[config.mk]
export PLATFORM = sky130hd
export DESIGN_NAME = galvo_sample_src
export DESIGN_NICKNAME = d
export VERILOG_FILES = /design/src/rtl/galvo_pkg.sv /design/src/rtl/msg_fifo.sv /design/src/rtl/galvo_sample_src.sv
export SDC_FILE = /design/constraint.sdc
export NUM_CORES = 1
export LEC_CHECK = 0
export CORE_MARGIN = 5
export CORE_UTILIZATION = 47
export CTS_CLUSTER_DIAMETER = 80
export DETAILED_ROUTE_END_ITERATION = 10
export GPL_ROUTABILITY_DRIVEN = 0
export GPL_TIMING_DRIVEN = 0
export PLACE_DENSITY = 0.85
export SETUP_SLACK_MARGIN = 0.15
export SLEW_MARGIN = 30
export SYNTH_ARGS = -nofsm -noshare
export SYNTH_HDL_FRONTEND = slang
export SYNTH_HIERARCHICAL = 1
export SYNTH_SLANG_ARGS = --single-unit
[constraint.sdc]
create_clock -name clk_50m -period 3.1 [get_ports clk_50m]
set_input_delay 0.62 -clock clk_50m [delete_from_list [all_inputs] [get_ports clk_50m]]
set_output_delay 0.62 -clock clk_50m [all_outputs]
set_load 0.01 [all_outputs]
[src/rtl/galvo_pkg.sv]
// rtl/galvo_pkg.sv - shared message layout, FSM encodings and payload type
package galvo_pkg;

   localparam int SEQ_MSB   = 63;
   localparam int Y_LSB     = 40;
   localparam int X_LSB     = 24;
   localparam int PAYLOAD_W = 40;
   localparam int MSG_W     = 64;

   localparam logic [1:0] S_IDLE = 2'd0;
   localparam logic [1:0] S_REQ  = 2'd1;
   localparam logic [1:0] S_WAIT = 2'd2;

   typedef struct packed {
      logic [7:0]  seq;
      logic [15:0] y;
      logic [15:0] x;
   } payload_t;

   // Low 24 bits of the message are reserved and always zero.
   function automatic logic [MSG_W-1:0] pack_msg(input payload_t p);
      logic [MSG_W-1:0] m;
      m                  = '0;
      m[SEQ_MSB -: 8]    = p.seq;
      m[Y_LSB +: 16]     = p.y;
      m[X_LSB +: 16]     = p.x;
      return m;
   endfunction

endpackage

[src/rtl/msg_fifo.sv]
// rtl/msg_fifo.sv - synchronous FIFO with registered pointers and combinational head read
module msg_fifo
   import galvo_pkg::*;
#(
   parameter int WIDTH = PAYLOAD_W,
   parameter int DEPTH = 4,
   parameter int AW    = $clog2(DEPTH)
) (
   input  logic             clk_50m,
   input  logic             rst,
   input  logic             push,
   input  logic             pop,
   input  logic [WIDTH-1:0] din,
   output logic [WIDTH-1:0] dout,
   output logic             full,
   output logic             empty,
   output logic [AW:0]      level
);

   logic [WIDTH-1:0] mem [DEPTH];
   logic [AW:0]      wr_ptr;
   logic [AW:0]      rd_ptr;
   logic             do_push;
   logic             do_pop;

   // A push into a full FIFO is legal when the head leaves in the same cycle.
   assign do_pop  = pop && !empty;
   assign do_push = push && (!full || do_pop);

   assign empty = (wr_ptr == rd_ptr);
   assign full  = (wr_ptr[AW] != rd_ptr[AW]) && (wr_ptr[AW-1:0] == rd_ptr[AW-1:0]);
   assign level = wr_ptr - rd_ptr;
   assign dout  = mem[rd_ptr[AW-1:0]];

   always_ff @(posedge clk_50m) begin
      if (rst) begin
         wr_ptr <= '0;
         rd_ptr <= '0;
      end else begin
         if (do_push) wr_ptr <= wr_ptr + (AW+1)'(1);
         if (do_pop)  rd_ptr <= rd_ptr + (AW+1)'(1);
      end
   end

   always_ff @(posedge clk_50m) begin
      if (do_push) mem[wr_ptr[AW-1:0]] <= din;
   end

endmodule

[src/rtl/galvo_sample_src.sv]
// rtl/galvo_sample_src.sv - decimating galvo sample source feeding the arbitrator u_req/u_ack port
module galvo_sample_src
   import galvo_pkg::*;
#(
   parameter int DEPTH = 4,
   parameter int AW    = 2
) (
   input  logic              clk_50m,
   input  logic              rst,
   input  logic              en,
   input  logic [7:0]        decim,
   input  logic              smp_valid,
   input  logic [15:0]       smp_x,
   input  logic [15:0]       smp_y,
   output logic              u_req,
   input  logic              u_ack,
   output logic [MSG_W-1:0]  u_msg,
   output logic [AW:0]       fifo_level,
   output logic [15:0]       drop_cnt
);

   logic [7:0]           dcnt;
   logic [7:0]           seq;
   logic [1:0]           state;
   logic                 keep;
   logic                 push;
   logic                 pop;
   logic                 full;
   logic                 empty;
   payload_t             payload;
   logic [PAYLOAD_W-1:0] head;

   assign keep    = en && smp_valid && (dcnt == 8'd0);
   assign pop     = (state == S_REQ) && u_ack;
   assign push    = keep && (!full || pop);
   assign payload = '{seq: seq, y: smp_y, x: smp_x};

   msg_fifo #(
      .WIDTH (PAYLOAD_W),
      .DEPTH (DEPTH),
      .AW    (AW)
   ) u_fifo (
      .clk_50m (clk_50m),
      .rst     (rst),
      .push    (push),
      .pop     (pop),
      .din     (payload),
      .dout    (head),
      .full    (full),
      .empty   (empty),
      .level   (fifo_level)
   );

   always_ff @(posedge clk_50m) begin
      if (rst || !en) begin
         dcnt <= 8'd0;
      end else if (smp_valid) begin
         dcnt <= (dcnt >= decim) ? 8'd0 : dcnt + 8'd1;
      end
   end

   // seq advances even for dropped samples so the host can see the gap.
   always_ff @(posedge clk_50m) begin
      if (rst) begin
         seq <= 8'd0;
      end else if (keep) begin
         seq <= seq + 8'd1;
      end
   end

   always_ff @(posedge clk_50m) begin
      if (rst) begin
         drop_cnt <= 16'd0;
      end else if (keep && !push && (drop_cnt != 16'hFFFF)) begin
         drop_cnt <= drop_cnt + 16'd1;
      end
   end

   // Waiting for u_ack low in S_IDLE keeps a stale ack from triggering a duplicate.
   always_ff @(posedge clk_50m) begin
      if (rst) begin
         state <= S_IDLE;
         u_req <= 1'b0;
         u_msg <= '0;
      end else begin
         case (state)
            S_IDLE: begin
               if (!empty && !u_ack) begin
                  u_msg <= pack_msg(payload_t'(head));
                  u_req <= 1'b1;
                  state <= S_REQ;
               end
            end
            S_REQ: begin
               if (u_ack) begin
                  u_req <= 1'b0;
                  state <= S_WAIT;
               end
            end
            S_WAIT: begin
               if (!u_ack) state <= S_IDLE;
            end
            default: begin
               u_req <= 1'b0;
               state <= S_IDLE;
            end
         endcase
      end
   end

endmodule

### Yosys cells after proc, flatten, opt, wreduce, memory -nomap -nowiden

Memory sizes are Yosys's and may differ from the RTL's. A register that Yosys moved wholly into a read port is not among the register bits.
Cells that the tools add are included.

* register bits: 41
* bits in writable memories: 160
* input port bits: 45
* output and inout bits: 84
* logic and storage cells: 58
* memories: 1

Memories
* u_fifo.mem: words 4, bits a word 40, rd ports 1, clocked after Yosys merged registers in 1, wr ports 1, line msg_fifo.sv:20 `logic [WIDTH-1:0] mem [DEPTH];`

* $add $sub $neg: 6
* order comparisons: 1
* eq/ne operators: 9
* muxes and demuxes: 10
* bitwise logic cells: 1
* reductions and logical operators: 23

Operators by type and width (number)
* adder 16 x 1 -> 16 bit, second input constant: 1
* adder 8 x 1 -> 8 bit, second input constant: 2
* != test 16 bit, second input constant: 1
* logical AND 1 bit: 10
* >= comparator 8 bit: 1
* logical NOT 8 bit: 1
* two-way mux 8 bit: 1
* adder 3 x 1 -> 3 bit, second input constant: 2
* two-way mux 2 bit: 3
* != test 2 bit, second input constant: 3
* one-hot mux 2 bit (3 select lines): 1
* AND reduction 3 bit: 2
* logical NOT 1 bit: 5
* two-way mux 1 bit: 4
* == test 3 bit: 1
* logical OR 1 bit: 3
* one-hot mux 1 bit (3 select lines): 1
* subtractor 3 bit: 1
* == test 2 x 1 -> 1 bit, second input constant: 1
* == test 2 bit: 1
* == test 2 bit, second input constant: 1
* logical NOT 2 bit: 1
* AND reduction 2 bit: 1
* != test 1 bit: 1
* inverter 1 bit: 1

### Depth between registers and ports, before layout

* depth in word-level cells: 8
* depth in mapped cells: 9
* mapped depth without buffers: 9

### Hierarchy

The synthesis kept the hierarchy.

By module, submodules not included
* msg_fifo: instances 1, cells an instance 264, area an instance 6264.8 um2, sequential area each 4964.8 um2
* galvo_sample_src: instances 1, cells an instance 414, area an instance 3430.8 um2, sequential area each 1501.4 um2

### Worst setup path before layout

No wires, ideal clock.

* kind: input -> register
* from: input port smp_valid
* to: memory u_fifo/mem[0][0] (netlist name) (enable)
* setup time: 0.401 ns
* arrival: 2.892 ns
* data required time: 2.699 ns
* slack: -0.193 ns
* stages on the path: 7
* path buffers: 2
* cell sequence: buf_2 nor3b_1 or3b_1 buf_2 a21oi_1 o31a_1 and2_1

* word-level cells in the longest chain between the ends: 6

RTL lines
* from (decl): line galvo_sample_src.sv:12 `input logic smp_valid,`
* logical AND 1 bit (2 in series): line galvo_sample_src.sv:33 `assign keep = en && smp_valid && (dcnt == 8'd0);`
* logical AND 1 bit: line galvo_sample_src.sv:35 `assign push = keep && (!full || pop);`
* net push: line galvo_sample_src.sv:26 `logic push;`
* logical AND 1 bit: line msg_fifo.sv:28 `assign do_push = push && (!full || do_pop);`
* two-way mux 1 bit: line msg_fifo.sv:46 `if (do_push) mem[wr_ptr[AW-1:0]] <= din;`
* two-way mux 1 bit (implied by the code): line msg_fifo.sv:46
* to (decl): line msg_fifo.sv:20

The timed path passes the listed nets, and every way through them passes these cells.

### Final worst setup path

* from: register dcnt[3]
* to: memory u_fifo/mem[1][33] (netlist name) (enable)

* word-level cells in the longest chain between the ends: 6

RTL lines
* from (decl): line galvo_sample_src.sv:22 `logic [7:0] dcnt;`
* from (signal assigned): line galvo_sample_src.sv:58 `dcnt <= (dcnt >= decim) ? 8'd0 : dcnt + 8'd1;`
* logical NOT 8 bit: line galvo_sample_src.sv:33
* logical AND 1 bit: line galvo_sample_src.sv:33
* logical AND 1 bit: line galvo_sample_src.sv:35
* net push: line galvo_sample_src.sv:26
* logical AND 1 bit: line msg_fifo.sv:28
* two-way mux 1 bit: line msg_fifo.sv:46
* two-way mux 1 bit (implied by the code): line msg_fifo.sv:46

The timed path passes the listed nets, and every way through them passes these cells.

==> impl_metrics.json <==
{
  "status": "complete, no violations",
  "n_fill_cell": 1553,
  "slew_violations": 0,
  "critical_path.max_stage_delay_ns": 0.58,
  "syn_area_per_cell_um2": 14.30,
  "clock-sinks": 243,
  "yosys.cell_types.count": 56,
  "cts_buffer_depth": 3,
  "fin_ws_ns": 0.1368,
  "worst_r2r_endpoint": "u_fifo/mem[1][33]$_DFFE_PP_",
  "reg2reg_from": "dcnt[3]$_SDFFE_PP0P_",
  "worstSkewPairLatency_ns": 0.52,
  "crit_family": "simple AND/OR/NAND/NOR gates",
  "rows": 52,
  "overflow": 0,
  "cts_tree": "built",
  "ys_seq_elements": 243,
  "via_per_inst": 5.259,
  "die_w_um": 153.6,
  "critPathArrivalTime_ns": 3.14,
  "drive_above_1_share_pct": 16.32,
  "crit_required_ns": 3.28,
  "holdPathEnd": "u_msg[60]$_SDFFE_PP0P_",
  "finalHoldViolCount": 0,
  "pre_cts_ws_ns": -0.2895,
  "p_total_mw": 6.959,
  "holdPathStages": 2,
  "yosys_warnings": 6,
  "highest_layer": "met4",
  "grt_pass1_wl_um": 30330,
  "wl_per_cell_um": 17.95,
  "hold_path_class": "reg -> reg",
  "postLayoutCellArea_mm2": 0.01204,
  "grt_max_degree": 42,
  "synth-edff-count": 160,
  "start_kind": "register",
  "worstPathMaxFanout": 20,
  "n_antenna_cell": 0,
  "p_leak_nw": 4.073,
  "place_area_mm2": 0.01118,
  "synth_area_mm2": 0.009696,
  "setup-violations-final": 0,
  "worstHoldStart": "u_msg[60]$_SDFFE_PP0P_",
  "grtUsageTotal_pct": 15.79,
  "path_class": "reg -> reg",
  "ys.flop_type": "edfxtp_1",
  "ant_nets": 0,
  "slew_headroom_pct": 41.33,
  "cp_cell_sequence": "or4_4 -> or3b_1 -> buf_2 -> a21oi_2 -> o31a_2 -> and2_4",
  "io_buffers": 103,
  "grt_setup_unrepaired": "yes",
  "reg2reg_depth": 6,
  "root_buffer": "clkbuf_16",
  "start_util_pct": 47.76,
  "rrSetupSlack_ns": 0.14,
  "period_share_pct": 95.59,
  "wl_met3_um": 1266,
  "async_flop_share_pct": 0,
  "cts_made_buffers": 24,
  "syn_to_final_growth_pct": 24.21,
  "worstMarginPinSlew_ns": 0.8738,
  "htreeDepth": 1,
  "worst_setup_path_end_kind": "register",
  "first_pass_iters": 5,
  "wl_um": 20250,
  "fmax_ghz": 0.3375,
  "power_density_mw_per_mm2": 577.9,
  "dieArea_mm2": 0.02360,
  "antenna_found_initial": 0,
  "fin_skew_ns": 0.01131,
  "syn_inst": 678,
  "nets": 905,
  "core_mm2": 0.02030,
  "dp_hpwl_um": 12410,
  "die_y_um": 153.6,
  "grt_pass1_vias": 5814,
  "clkTransAtPathRegs_ns": 0.06,
  "cp_slowest_cell": "or4_4",
  "vias": 5932,
  "drt-met1-wl_um": 8227,
  "final_common_cell": "edfxtp_1",
  "crit_buf_inv": 1,
  "first_iter_violations": 306,
  "fin_crit_ns": 2.963,
  "yosysSeqAreaShare_pct": 66.69,
  "ios": 129,
  "vdd.ir_drop.worst_mv": 0.4266,
  "layout.cells.most_common_list": "160 x edfxtp_1, 102 x clkdlybuf4s50_1, 98 x nand2_1",
  "wl_met2_um": 10200,
  "drc": 0,
  "cap_violations": 0
}
==> stage by stage <==
step / std cells / util [%] / hold WS [ns] / TNS [ns]
5_1_grt: 1128 / 59.33 / 0.4674 / 0
4_1_cts: 1119 / 58.81 / 0.4541 / 0
6_report: 1128 / 59.33 / 0.4530 / 0
2_1_floorplan: 701 / - / 0.4753 / 0
3_3_place_gp: 1074 / 54.96 / 0.4429 / -80.27
3_5_place_dp: 1074 / 55.05 / 0.4457 / -34.69
==> worst max-delay path by stage <==
stage | startpoint | to | slack, ns | cells past startpoint
floorplan | smp_valid | u_fifo/mem[0][0]$_DFFE_PP_ | 0.23 | 7
global placement | en | u_fifo/mem[2][23]$_DFFE_PP_ | -0.55 | 7
detailed placement | en | u_fifo/mem[0][28]$_DFFE_PP_ | -0.29 | 7
CTS | dcnt[3]$_SDFFE_PP0P_ | u_fifo/mem[0][2]$_DFFE_PP_ | 0.07 | 6
global route | dcnt[3]$_SDFFE_PP0P_ | u_fifo/mem[1][33]$_DFFE_PP_ | 0.05 | 6
finish | dcnt[3]$_SDFFE_PP0P_ | u_fifo/mem[1][33]$_DFFE_PP_ | 0.14 | 6
==> worst min-delay path, cell delays in order (launching register included) <==
cell	delay [ns]
dfxtp_1	0.31
nand2_1	0.05
a21oi_1	0.05
==> synth_stat cells, types with 2 or more instances <==
master	instances	area share (%)
mux2i_1	3	0.31
o31ai_1	4	0.31
ha_1	19	2.5
nand2_1	99	3.8
and3_1	3	0.19
nand3b_1	2	0.15
inv_1	22	0.85
or3_1	5	0.32
nand4_1	6	0.39
o211ai_2	2	0.26
nor4_1	3	0.19
mux4_2	40	9.3
clkbuf_1	20	0.77
o211ai_1	4	0.31
edfxtp_1	160	50
o21ai_0	5	0.26
dfxtp_1	83	17
and2_1	4	0.26
buf_4	24	1.9
nor3_1	4	0.21
a21o_1	3	0.23
nor2_1	34	1.3
a21oi_1	50	2.6
nor2b_1	3	0.19
mux2_2	3	0.35
xnor2_1	14	1.3
nor3b_1	3	0.23
nor4b_2	2	0.31
xor2_1	11	0.99
buf_2	6	0.31
or4_1	4	0.31
and4_1	2	0.18
nand3_1	7	0.36
o2111ai_1	2	0.18
==> kinds of logic after synthesis <==
kind of cell | after synthesis | synth area share [%]
AOI/OAI and AO/OA | 79 | 4.904
xor gates and xnor gates | 25 | 2.258
adders and majority gates | 20 | 2.658
buffers and inverters | 73 | 3.833
DFF | 243 | 66.69
muxes | 48 | 10.22
other | 1 | 0.03868
and+or+nand+nor | 189 | 9.395
==> registers in the layout, indices dropped and copies added, names as in the netlist, named ones only <==
register / cells
u_fifo/mem: 160
u_msg: 40
drop_cnt: 16
dcnt: 8
seq: 8
u_fifo/rd_ptr: 3
u_fifo/wr_ptr: 3
state: 2
u_req: 1
==> power by group <==
| part | switching (mW) | internal [mW] | total, mW |
|---|---|---|---|
| clock | 1.17 | 1.59 | 2.76 |
| sequential | 0.0474 | 3.56 | 3.61 |
| combinational | 0.321 | 0.269 | 0.590 |
| total | 1.54 | 5.42 | 6.96 |
==> layout make-up <==
cell class,count,area (um^2),area share [%]
Sequential cell,243,6467,53.70
Multi-Input combinational cell,391,3049,25.32
Timing Repair Buffer,107,1060,8.800
Clock buffer,27,611.8,5.081
Tap cell,270,337.8,2.805
Buffer,51,289.0,2.400
Clock inverter,17,145.1,1.205
Inverter,22,82.58,0.6857
==> what timing repair did <==
action                                  in CTS  in global routing
hold buffers                                 0                  0
setup buffers                                1                  3
endpoints found under the setup margin     125                129
cloned                                       0                  6
resized for setup                            1                 11
pin swaps                                    2                  7
==> layer usage <==
metal,global-route usage (%),vias up
li1,-,2787
met1,20.28,2918
met2,27.24,189
met3,3.148,38
met4,4.836,0
met5,0,-
(Power assumes the default switching activity.)
